## src/rtl/pipe_stage_skid_pkg.sv

```systemverilog
`default_nettype none
// ============================================================================
//  Module      : pipe_stage_skid_pkg
//  Description : Shared types for the elastic inter-stage pipeline register.
//                Holds the occupancy-state encoding used by pipe_stage_skid
//                and a helper that maps a state to its number of held
//                payloads.
//  Revision    : 1.0  initial release
// ============================================================================
package pipe_stage_skid_pkg;

  // Occupancy encoding, kept as plain constants so legacy code that compares
  // raw 2-bit values keeps working alongside the typed enum below.
  localparam logic [1:0] C_ST_EMPTY = 2'b00;
  localparam logic [1:0] C_ST_FULL  = 2'b01;
  localparam logic [1:0] C_ST_SKID  = 2'b10;

  typedef enum logic [1:0] {
    ST_EMPTY = C_ST_EMPTY,  // nothing held
    ST_FULL  = C_ST_FULL,   // main entry valid
    ST_SKID  = C_ST_SKID    // main and skid entries valid
  } pipe_state_t;

  // Number of payloads held in a given state.
  function automatic logic [1:0] state_occupancy(input pipe_state_t s);
    case (s)
      ST_FULL:  state_occupancy = 2'd1;
      ST_SKID:  state_occupancy = 2'd2;
      default:  state_occupancy = 2'd0;
    endcase
  endfunction

endpackage : pipe_stage_skid_pkg
`default_nettype wire

```

## src/rtl/pipe_stage_skid_sat_counter.sv

```systemverilog
`default_nettype none
// ============================================================================
//  Module      : sat_counter
//  Description : Saturating up-counter for performance monitoring. Counts
//                cycles with i_inc high, sticks at all-ones, and is cleared
//                only by the synchronous reset.
//  Ports       : clk      - clock
//                rst      - synchronous active-high clear
//                i_inc    - increment request
//                o_count  - current count (CNT_W bits)
//  Revision    : 1.0  initial release
// ============================================================================
module sat_counter #(
  parameter int CNT_W = 16
) (
  input  logic             clk,
  input  logic             rst,
  input  logic             i_inc,
  output logic [CNT_W-1:0] o_count
);

  logic [CNT_W-1:0] r_count;
  logic             w_at_max;

  assign w_at_max = (r_count == {CNT_W{1'b1}});

  always_ff @(posedge clk) begin
    if (rst) begin
      r_count <= '0;
    end else if (i_inc && !w_at_max) begin
      r_count <= r_count + 1'b1;
    end
  end

  assign o_count = r_count;

endmodule : sat_counter
`default_nettype wire

```

## src/rtl/pipe_stage_skid.sv

```systemverilog
`default_nettype none
// ============================================================================
//  Module      : pipe_stage_skid
//  Description : Elastic valid/ready pipeline-stage register carrying an
//                opaque WIDTH-bit stage bundle. With SKID_EN=1 a second
//                (skid) entry lets in_ready come straight from the state
//                register while still sustaining one payload per cycle.
//                With SKID_EN=0 the stage is a single entry whose in_ready
//                follows out_ready combinationally. Supports synchronous
//                flush (branch/trap squash) and a saturating stall counter.
//  Ports       : clk, rst          - clock, synchronous active-high reset
//                flush             - drop held entries and same-cycle input
//                in_valid/in_ready/in_data    - upstream handshake + payload
//                out_valid/out_ready/out_data - downstream handshake + payload
//                stall_cnt         - cycles with out_valid & !out_ready
//  Revision    : 1.0  initial release
// ============================================================================
module pipe_stage_skid
  import pipe_stage_skid_pkg::*;
#(
  parameter int WIDTH   = 32,
  parameter bit SKID_EN = 1'b1,
  parameter int CNT_W   = 16
) (
  input  logic             clk,
  input  logic             rst,
  input  logic             flush,
  input  logic             in_valid,
  output logic             in_ready,
  input  logic [WIDTH-1:0] in_data,
  output logic             out_valid,
  input  logic             out_ready,
  output logic [WIDTH-1:0] out_data,
  output logic [CNT_W-1:0] stall_cnt
);

  pipe_state_t      r_state;
  pipe_state_t      w_state_nxt;
  logic [WIDTH-1:0] r_main;
  logic [WIDTH-1:0] w_skid_data;

  logic w_ready_raw;
  logic w_in_fire;
  logic w_out_fire;
  logic w_load_main_in;
  logic w_load_main_skid;
  logic w_load_skid;
  logic w_stall_inc;

  // --------------------------------------------------------------------------
  // Upstream ready
  // --------------------------------------------------------------------------
  generate
    if (SKID_EN) begin : g_ready_skid
      // Decoded from the state register only: the skid entry absorbs the one
      // payload that arrives while the downstream stall is being noticed.
      assign w_ready_raw = (r_state != ST_SKID);
    end else begin : g_ready_flow
      // Single entry: can only take a new payload if it is empty or the held
      // payload leaves in the same cycle.
      assign w_ready_raw = (r_state == ST_EMPTY) | out_ready;
    end
  endgenerate

  // Nothing is accepted while reset is held.
  assign in_ready   = w_ready_raw & ~rst;
  assign out_valid  = (r_state != ST_EMPTY);
  assign out_data   = r_main;
  assign w_in_fire  = in_valid & in_ready;
  assign w_out_fire = out_valid & out_ready;

  // --------------------------------------------------------------------------
  // Next-state and load decode
  // --------------------------------------------------------------------------
  always_comb begin
    w_state_nxt      = r_state;
    w_load_main_in   = 1'b0;
    w_load_main_skid = 1'b0;
    w_load_skid      = 1'b0;

    case (r_state)
      ST_EMPTY: begin
        if (w_in_fire) begin
          w_state_nxt    = ST_FULL;
          w_load_main_in = 1'b1;
        end
      end
      ST_FULL: begin
        if (w_in_fire && w_out_fire) begin
          w_load_main_in = 1'b1;
        end else if (w_out_fire) begin
          w_state_nxt = ST_EMPTY;
        end else if (w_in_fire && SKID_EN) begin
          // Downstream stalled: park the newcomer behind the main entry.
          w_state_nxt = ST_SKID;
          w_load_skid = 1'b1;
        end
      end
      ST_SKID: begin
        if (w_out_fire) begin
          w_state_nxt      = ST_FULL;
          w_load_main_skid = 1'b1;
        end
      end
      default: begin
        w_state_nxt = ST_EMPTY;
      end
    endcase

    // Squash wins over every handshake; data registers are simply left as-is.
    if (flush) begin
      w_state_nxt      = ST_EMPTY;
      w_load_main_in   = 1'b0;
      w_load_main_skid = 1'b0;
      w_load_skid      = 1'b0;
    end
  end

  // --------------------------------------------------------------------------
  // State and main entry
  // --------------------------------------------------------------------------
  always_ff @(posedge clk) begin
    if (rst) begin
      r_state <= ST_EMPTY;
    end else begin
      r_state <= w_state_nxt;
    end
  end

  always_ff @(posedge clk) begin
    if (rst) begin
      r_main <= '0;
    end else if (w_load_main_in) begin
      r_main <= in_data;
    end else if (w_load_main_skid) begin
      r_main <= w_skid_data;
    end
  end

  // --------------------------------------------------------------------------
  // Skid entry
  // --------------------------------------------------------------------------
  generate
    if (SKID_EN) begin : g_skid
      logic [WIDTH-1:0] r_skid;

      always_ff @(posedge clk) begin
        if (rst) begin
          r_skid <= '0;
        end else if (w_load_skid) begin
          r_skid <= in_data;
        end
      end

      assign w_skid_data = r_skid;
    end else begin : g_no_skid
      assign w_skid_data = '0;
    end
  endgenerate

  // --------------------------------------------------------------------------
  // Stall counter: a flushed cycle is not a stall, the payload is discarded.
  // --------------------------------------------------------------------------
  assign w_stall_inc = out_valid & ~out_ready & ~flush;

  sat_counter #(
    .CNT_W (CNT_W)
  ) u_stall_cnt (
    .clk     (clk),
    .rst     (rst),
    .i_inc   (w_stall_inc),
    .o_count (stall_cnt)
  );

endmodule : pipe_stage_skid
`default_nettype wire
```

## config.mk

```make
export PLATFORM = sky130hd
export DESIGN_NAME = pipe_stage_skid
export DESIGN_NICKNAME = d
export VERILOG_FILES = /design/src/rtl/pipe_stage_skid_pkg.sv /design/src/rtl/pipe_stage_skid_sat_counter.sv /design/src/rtl/pipe_stage_skid.sv
export SDC_FILE = /design/constraint.sdc
export NUM_CORES = 1
export LEC_CHECK = 0
export ABC_AREA = 1
export CELL_PAD_IN_SITES_DETAIL_PLACEMENT = 1
export CELL_PAD_IN_SITES_GLOBAL_PLACEMENT = 1
export CORE_UTILIZATION = 38
export DETAILED_ROUTE_END_ITERATION = 6
export PLACE_DENSITY = 0.81
export SYNTH_ARGS = -nofsm -noshare
export SYNTH_HDL_FRONTEND = slang
export SYNTH_SLANG_ARGS = --single-unit
```

## constraint.sdc

```tcl
create_clock -name clk -period 4.56 [get_ports clk]
set_input_delay 0.684 -clock clk [delete_from_list [all_inputs] [get_ports clk]]
set_output_delay 0.684 -clock clk [all_outputs]
set_load 0.02 [all_outputs]
```

== Yosys cells after proc, flatten, opt, wreduce, memory -nomap -nowiden ==
Index checks and enable logic that the tools add are counted.

* Register bits: 82
* Latch bits: 0
* Memory bits (writable): 0
* Bits in read-only memories: 0
* Input port bits: 37
* Output and inout bits: 50
* Word-level logic and storage cells: 48
* Memories kept: 0

* Add/subtract/negate cells: 1
* Multipliers: 0
* Div/mod/pow operators: 0
* Order comparisons: 0
* Equal/unequal tests: 8
* Shifts and indexed selects: 0
* Mux-type cells: 19
* Bitwise gates (word level): 8
* Reduce and logical (&&, ||, !) cells: 8

{| class="wikitable"
|+ Operators with widths
! kind !! count
|-
| 32-bit 2-to-1 mux || 2
|-
| 16-bit by 1-bit adder with 16-bit output, second input constant || 1
|-
| 16-bit == test, second input constant || 1
|-
| 1-bit 2-to-1 mux || 10
|-
| 2-bit 2-to-1 mux || 5
|-
| 2-bit != test, second input constant || 4
|-
| 2-bit one-hot mux with 3 select lines || 1
|-
| 1-bit bitwise AND || 5
|-
| 4-bit AND reduction || 1
|-
| 2-bit nonzero test || 2
|-
| 3-bit != test, second input constant || 1
|-
| 1-bit inverter || 3
|-
| 2-bit by 1-bit == test with 1-bit output, second input constant || 1
|-
| 2-bit == test, second input constant || 1
|-
| 1-bit logical AND || 2
|-
| 2-bit logical NOT || 1
|-
| 1-bit one-hot mux with 2 select lines || 1
|-
| 2-bit OR reduction || 1
|-
| 1-bit logical NOT || 1
|}

== Depth between registers and ports, before layout ==
Gate-level depths: netlist of the first run.

* Depth in word-level cells: 8
* Mapped depth: 10
* Mapped depth without buffers: 9

== By module ==
From an unflattened synthesis of the first run, not the netlist that was laid out.

* Cells, all modules: 603
* Area total of the unflattened synthesis: 4,097.7 µm²

{| class="wikitable"
|+ Modules (own cells, without submodules)
! module !! times used !! cells an instance !! area an instance (µm²) !! seq. area each (µm²)
|-
| pipe_stage_skid || 1 || 457 || 3,119.2 || 1,321.3
|-
| sat_counter || 1 || 146 || 978.4 || 320.3
|}

== Least setup slack after synthesis of the first run ==
Ideal clock, no wire load.

* Path type: in2out
* Start: in rst
* End: out in_ready
* Arrival time: 1,336 ps
* Required time: 3,876 ps
* Setup slack: 2,540 ps
* Stages on the path: 3
* Path buffers: 2
* Path through: buf_2 -> buf_1 -> nor2_1

* Longest elaborated chain between the ends: 2

{| class="wikitable"
|+ Ends and longest elaborated chain
! element !! RTL line !! text
|-
| start: declaration || pipe_stage_skid.sv:26 || <nowiki>input logic rst,</nowiki>
|-
| 1-bit inverter || pipe_stage_skid.sv:66 || <nowiki>assign in_ready = w_ready_raw & ~rst;</nowiki>
|-
| 1-bit bitwise AND || pipe_stage_skid.sv:66 ||
|-
| end: declaration || pipe_stage_skid.sv:29 || <nowiki>output logic in_ready,</nowiki>
|}

Every way passes these cells.

== Worst setup path after layout of the first run ==
Same ends and word-level chain as after synthesis.

==> out/metrics.cfg, run 1 <==
[clocking]
cts_sinks = 82
clk_pin_slew_worst_paths_ns = 0.09
cts_max_level = 3
tritoncts = built
cts_buffers = 9
root_buffer = clkbuf_8
post_cts_buffers = 0
hold_buffers = 0
clk_path_buf_depth = 2
insertion_delay_ns = 0.35
cts_resized = 0

[placed_design]
dpl_cell_area_um2 = 4420
hpwl_um = 6980
port_buffers = 86
gp_congestion = 0.812

[critical_path]
cp_cell_sequence = buf_2 > buf_4 > nor2_1 > clkdlybuf4s50_1
max_stage_delay_ns = 0.58
cp_data_arrival_time_ns = 2.00
cpMaxStageDelayCell = clkdlybuf4s50_1
timing.rr.end = out_data[19]$_SDFFE_PP0P_
critPathRequiredTime_ns = 3.88
worstSetupStartpointType = input port
reg2reg_from = r_state[0]$_SDFFE_PP0P_
cp_max_fo = 44
endpoint_kind = output port
critPathKind = input port to output port
reg2reg_slack_ns = 2.38
reg2reg_depth = 7

[route]
ant_nets = 0
wire_per_inst_um = 15.6
viasPerCell = 5.28
first_pass_iters = 4
num_vias = 3593
routed_wl_um = 10600
drtIter0Drc = 108
drc = 0

[layout]
drive_above_1_share = 0.0646
syn2layout_area_growth_pct = 30.0
fill_cells = 1141
fin_area_um2 = 4640
diodes = 0
nets = 606

[floorplan]
rows = 34
die-area_um2 = 9780
initial_utilization = 0.401
num_io_pins = 87
die_h_um = 98.9
die_w_um = 98.9
core-area_um2 = 8890

[min_path]
hold_path_startpoint = out_data[15]$_SDFFE_PP0P_
hold_path_depth = 2
hold_class = register to register
hold_path_end = out_data[15]$_SDFFE_PP0P_

[sta]
setup_viol = 0
tightestPinTransition_ns = 0.904
maxSlewHeadroom = 0.396
finalCritPeriodShare = 0.589
layout_min_cycle_time_ns = 2.69
tns_ns = 0
hold_ws_ns = 0.480
skew_ns = 0.00859
hold_viol = 0
report.final.slew_viol_count = 0
rsz0062_at_grt = no
max_clock_freq_mhz = 372

[run_status]
status = completed

[synth]
synth_seq_cells = 82
synth_nets = 533
synth_cell_type_count = 27
synth_area_um2 = 3570
netlist_instances = 495
yosys.area.top_type_share = 0.460
seq_area_frac_synth = 0.460
synth_top_cell_by_area = dfxtp_1
yosys_warnings = 0
yosys-top-cells-area = dfxtp_1, nand2_1, nor2_1
avgSynthCellArea_um2 = 7.21

[grt]
grt_pass1_wl_um = 17700
antenna_found_initial = 0
overflow = 0
grt_pass1_vias = 3685
grt_max_degree = 45
grt_usage = 0.229

[run]
drv_cap = 0

[pwr]
p_leak_uw = 0.00158
peakVddDrop_mv = 0.195
powerDensity_nw_per_um2 = 312

## where the power goes
| group | switching, µW | leakage (µW) | internal [µW] | total, µW |
|---|---|---|---|---|
| clock | 276 | 0.000107 | 311 | 587 |
| combinational | 66.8 | 0.000812 | 58.4 | 125 |
| sequential | 6.79 | 0.000663 | 727 | 734 |
| total | 350 | 0.00158 | 1100 | 1450 |
## flip-flops by register name, indices dropped and copies added (netlist names)
register / count
g_skid.r_skid: 32
out_data: 32
u_stall_cnt.o_count: 16
r_state: 2
## synth_stat cells, drive strengths merged
library cell	instances
o21ai	37
clkbuf	10
a21oi	13
nand2	161
buf	16
inv	22
nand4	8
xnor2	2
nor3b	1
o21a	1
dfxtp	82
nor3	4
nor2	94
xor2	4
ha	1
nand3	7
a31oi	32
## per-stage QoR
stage | cells | total power (µW) | util | worst slack (ns)
floorplan | 495 | 805 | - | 2.54
global placement | 665 | 872 | 0.497 | 1.64
detailed placement | 665 | 875 | 0.497 | 1.55
CTS | 681 | 1460 | 0.522 | 1.87
global route | 681 | 1500 | 0.522 | 1.66
finish | 681 | 1450 | 0.522 | 1.87
## layer usage
layer  routed length (µm)  vias up  global-route usage
met5                    0        -                   0
met4                   82        0              0.0827
met3                  314        6              0.0291
met2                 5060       70               0.389
met1                 5130     1778               0.299
li1                     -     1739                   -
## cells by family (layout without fill, tap and decap cells)
kind of cell / Yosys count / after routing / synth area share
adder cells (fa/ha/maj): 1 / 1 / 0.00351
XOR/XNOR: 6 / 6 / 0.0147
AO/OA/AOI/OAI: 83 / 83 / 0.128
AND/OR/NAND/NOR: 275 / 275 / 0.328
flip-flops: 82 / 82 / 0.460
buffers and inverters: 48 / 126 / 0.0656
## cells in the final DEF (no fill, tap or decap)
cell	count
nand3_1	5
clkinvlp_4	1
clkbuf_8	9
clkinv_4	1
dfxtp_1	82
clkbuf_1	1
nand2_1	156
xor2_1	4
bufinv_16	2
nand4_1	7
nand3_2	2
clkinv_2	1
inv_2	3
nand2_2	5
inv_1	19
inv_6	1
buf_2	1
xnor2_1	2
nor3b_1	1
clkdlybuf4s50_1	85
o21a_1	1
o21ai_0	37
ha_1	1
a21oi_1	13
nor2_1	88
nor2_4	5
nor3_1	2
nor3_4	2
nand4_4	1
a31oi_1	32
buf_4	2
nor2_2	1
## worst max path at each step
| stage | depth (start not counted) | startpoint | to | slack, ns |
|---|---|---|---|---|
| global route | 10 | out_ready | g_skid.r_skid[8]$_SDFFE_PP0P_ | 1.66 |
| CTS | 4 | rst | in_ready | 1.87 |
| global placement | 8 | out_ready | out_data[0]$_SDFFE_PP0P_ | 1.64 |
| detailed placement | 7 | rst | out_data[19]$_SDFFE_PP0P_ | 1.55 |
| finish | 4 | rst | in_ready | 1.87 |
| floorplan | 3 | rst | in_ready | 2.54 |
## cell type report
| cell class | count | area, µm² | share of cell area |
|---|---|---|---|
| repair buffers | 88 | 871 | 0.188 |
| flip-flops and latches | 82 | 1640 | 0.354 |
| clock inverters | 6 | 90.1 | 0.0194 |
| clock buffers | 10 | 128 | 0.0275 |
| well taps | 108 | 135 | 0.0291 |
| inverters | 22 | 82.6 | 0.0178 |
| multi-input cells | 365 | 1690 | 0.365 |
## critical path: cells and delay by family
family | cells | cell delay, ns
simple gates | 1 | 0.16
buf+inv | 3 | 1.12
Note: power is estimated with default switching activity, not from simulation.
==> inputs of run 2 (changes only) <==
- CORE_UTILIZATION: 38 -> 31
- PLACE_DENSITY: 0.81 -> 0.71
- clock period: 4.56 -> 2.3 ns (I/O delays scaled with it)
==> out/metrics.cfg, run 2 (synthesis gave the netlist of run 1 again) <==
[critical_path]
cp_top_family = buffers and inverters  ; unchanged
cp_max_fo = 3  ; was 44
cp_cell_sequence = inv_1 > nand2_2 > inv_1 > nor2_1 > clkdlybuf4s50_1  ; was buf_2 > buf_4 > nor2_1 > clkdlybuf4s50_1
cp_data_arrival_time_ns = 1.68  ; was 2.00 ns
critPathRequiredTime_ns = 1.96  ; was 3.88 ns
max_stage_delay_ns = 0.64  ; was 0.58 ns
crit_start = r_state[0]$_SDFFE_PP0P_  ; was rst
cp.buffers_inverters = 3  ; unchanged
cpMostUsedCell = inv_1
endpoint_kind = output port  ; unchanged
critPathKind = register to output port  ; was input port to output port
reg2reg_from = u_stall_cnt.o_count[0]$_SDFFE_PP0P_  ; was r_state[0]$_SDFFE_PP0P_
worstSetupStartpointType = register  ; was input port
cpMaxStageDelayCell = clkdlybuf4s50_1  ; unchanged

[clocking]
cts_sinks = 82  ; unchanged
cts_max_level = 3  ; unchanged
cts_buffers = 9  ; unchanged
clk_pin_slew_worst_paths_ns = 0.07  ; was 0.09 ns
post_cts_buffers = 0  ; unchanged
root_buffer = clkbuf_16  ; was clkbuf_8
cts_resized = 0  ; unchanged
insertion_delay_ns = 0.34  ; was 0.35 ns
clk_path_buf_depth = 2  ; unchanged
tritoncts = built  ; unchanged
hold_buffers = 0  ; unchanged

[route]
wire_per_inst_um = 13.9  ; was 15.6 µm
viasPerCell = 4.78  ; was 5.28
num_vias = 3461  ; was 3593
ant_nets = 0  ; unchanged
drtIter0Drc = 94  ; was 108
drc = 0  ; unchanged
routed_wl_um = 10100  ; was 10600 µm
first_pass_iters = 4  ; unchanged

[grt]
overflow = 0  ; unchanged
grt_max_degree = 39  ; was 45
grt_usage = 0.184  ; was 0.229
grt_pass1_wl_um = 17100  ; was 17700 µm
antenna_found_initial = 0  ; unchanged
grt_pass1_vias = 3614  ; was 3685

[sta]
maxSlewHeadroom = 0.765  ; was 0.396
skew_ns = 0.00920  ; was 0.00859 ns
finalCritPeriodShare = 0.880
tightestPinTransition_ns = 0.352  ; was 0.904 ns
report.final.slew_viol_count = 0  ; unchanged
tns_ns = 0  ; unchanged
layout_min_cycle_time_ns = 2.02
hold_viol = 0  ; unchanged
setup_slack_ns = 0.276  ; was 1.87 ns
setup_viol = 0  ; unchanged
max_clock_freq_mhz = 494
rsz0062_at_grt = no  ; unchanged

[min_path]
hold_path_startpoint = out_data[23]$_SDFFE_PP0P_  ; was out_data[15]$_SDFFE_PP0P_
hold_class = register to register  ; unchanged

[placed_design]
gp_congestion = 0.761  ; was 0.812
hpwl_um = 7190  ; was 6980 µm
port_buffers = 86  ; unchanged
preCtsSetupSlack_ns = 0.220  ; was 1.55 ns
dpl_cell_area_um2 = 4580  ; was 4420 µm²

[pwr]
p_leak_uw = 0.00170  ; was 0.00158 µW
finalPower_uw = 3250  ; was 1450 µW
peakVddDrop_mv = 0.330  ; was 0.195 mV
powerDensity_nw_per_um2 = 663  ; was 312 nW/µm²

[layout]
fin_area_um2 = 4900  ; was 4640 µm²
nets = 617  ; was 606
drive_above_1_share = 0.0839  ; was 0.0646
diodes = 0  ; unchanged
final_cell_mix = nand2_1, nor2_1, clkdlybuf4s50_1, dfxtp_1, o21ai_0  ; unchanged
utilization = 0.444  ; was 0.522
syn2layout_area_growth_pct = 37.3  ; was 30.0%
final_common_cell = nand2_1  ; unchanged

[floorplan]
num_io_pins = 87  ; unchanged
rows = 38  ; was 34
initial_utilization = 0.324  ; was 0.401
die-area_um2 = 11900  ; was 9780 µm²
die_h_um = 109  ; was 98.9 µm
die_w_um = 109  ; was 98.9 µm
core-area_um2 = 11000  ; was 8890 µm²

[run]
drv_cap = 0  ; unchanged

[run_status]
status = completed  ; unchanged

[run 2: cell count changes in the layout (fill, tap and decap cells not counted), sizes merged]
cell | before | now
clkinv | 2 | 1
clkbuf | 10 | 9
clkinvlp | 1 | 0
bufinv | 2 | 1
inv | 23 | 27
buf | 3 | 14
[run 2: final timing paths]
path	cells after the start	to	slack [ns]
max	5	in_ready	0.28
min	2	out_data[23]$_SDFFE_PP0P_	0.48
max reg2reg	7	u_stall_cnt.o_count[9]$_SDFFE_PP0P_	0.59
min reg2reg	2	out_data[23]$_SDFFE_PP0P_	0.48
[run 2: power breakdown]
part	internal, µW	leakage, µW	switching (µW)	total [µW]
sequential	1440	0.000663	13.3	1450
clock	875	0.000156	668	1540
combinational	123	0.000878	129	252
total	2440	0.00170	810	3250
[run 2: layout make-up]
class | count | area [µm²]
Sequential cell | 82 | 1640
Timing Repair Buffer | 99 | 991
Multi-Input combinational cell | 365 | 1690
Tap cell | 140 | 175
Clock buffer | 9 | 225
Clock inverter | 7 | 92.6
Fill cell | 1370 | 6130
Inverter | 22 | 82.6
[run 2: tightest hold or removal path, cell delays in order, from the launching register on]
cell and delay, ns:
dfxtp_1 0.31, nand2_1 0.06, a31oi_1 0.06
[run 2: through the flow]
stage | instances | hold WS [ns]
4_1_cts | 724 | 0.482
3_3_place_gp | 708 | 0.464
3_5_place_dp | 708 | 0.472
6_report | 724 | 0.478
5_1_grt | 724 | 0.493
2_1_floorplan | 495 | 0.454
[run 2: routing by layer]
layer  global-route usage  wire length (µm)  vias to the layer above
met3               0.0522               489                       12
met4               0.0552               129                        0
met2                0.318              4930                       68
li1                     -                 -                     1763
met1                0.222              4540                     1618
met5                    0                 0                        -
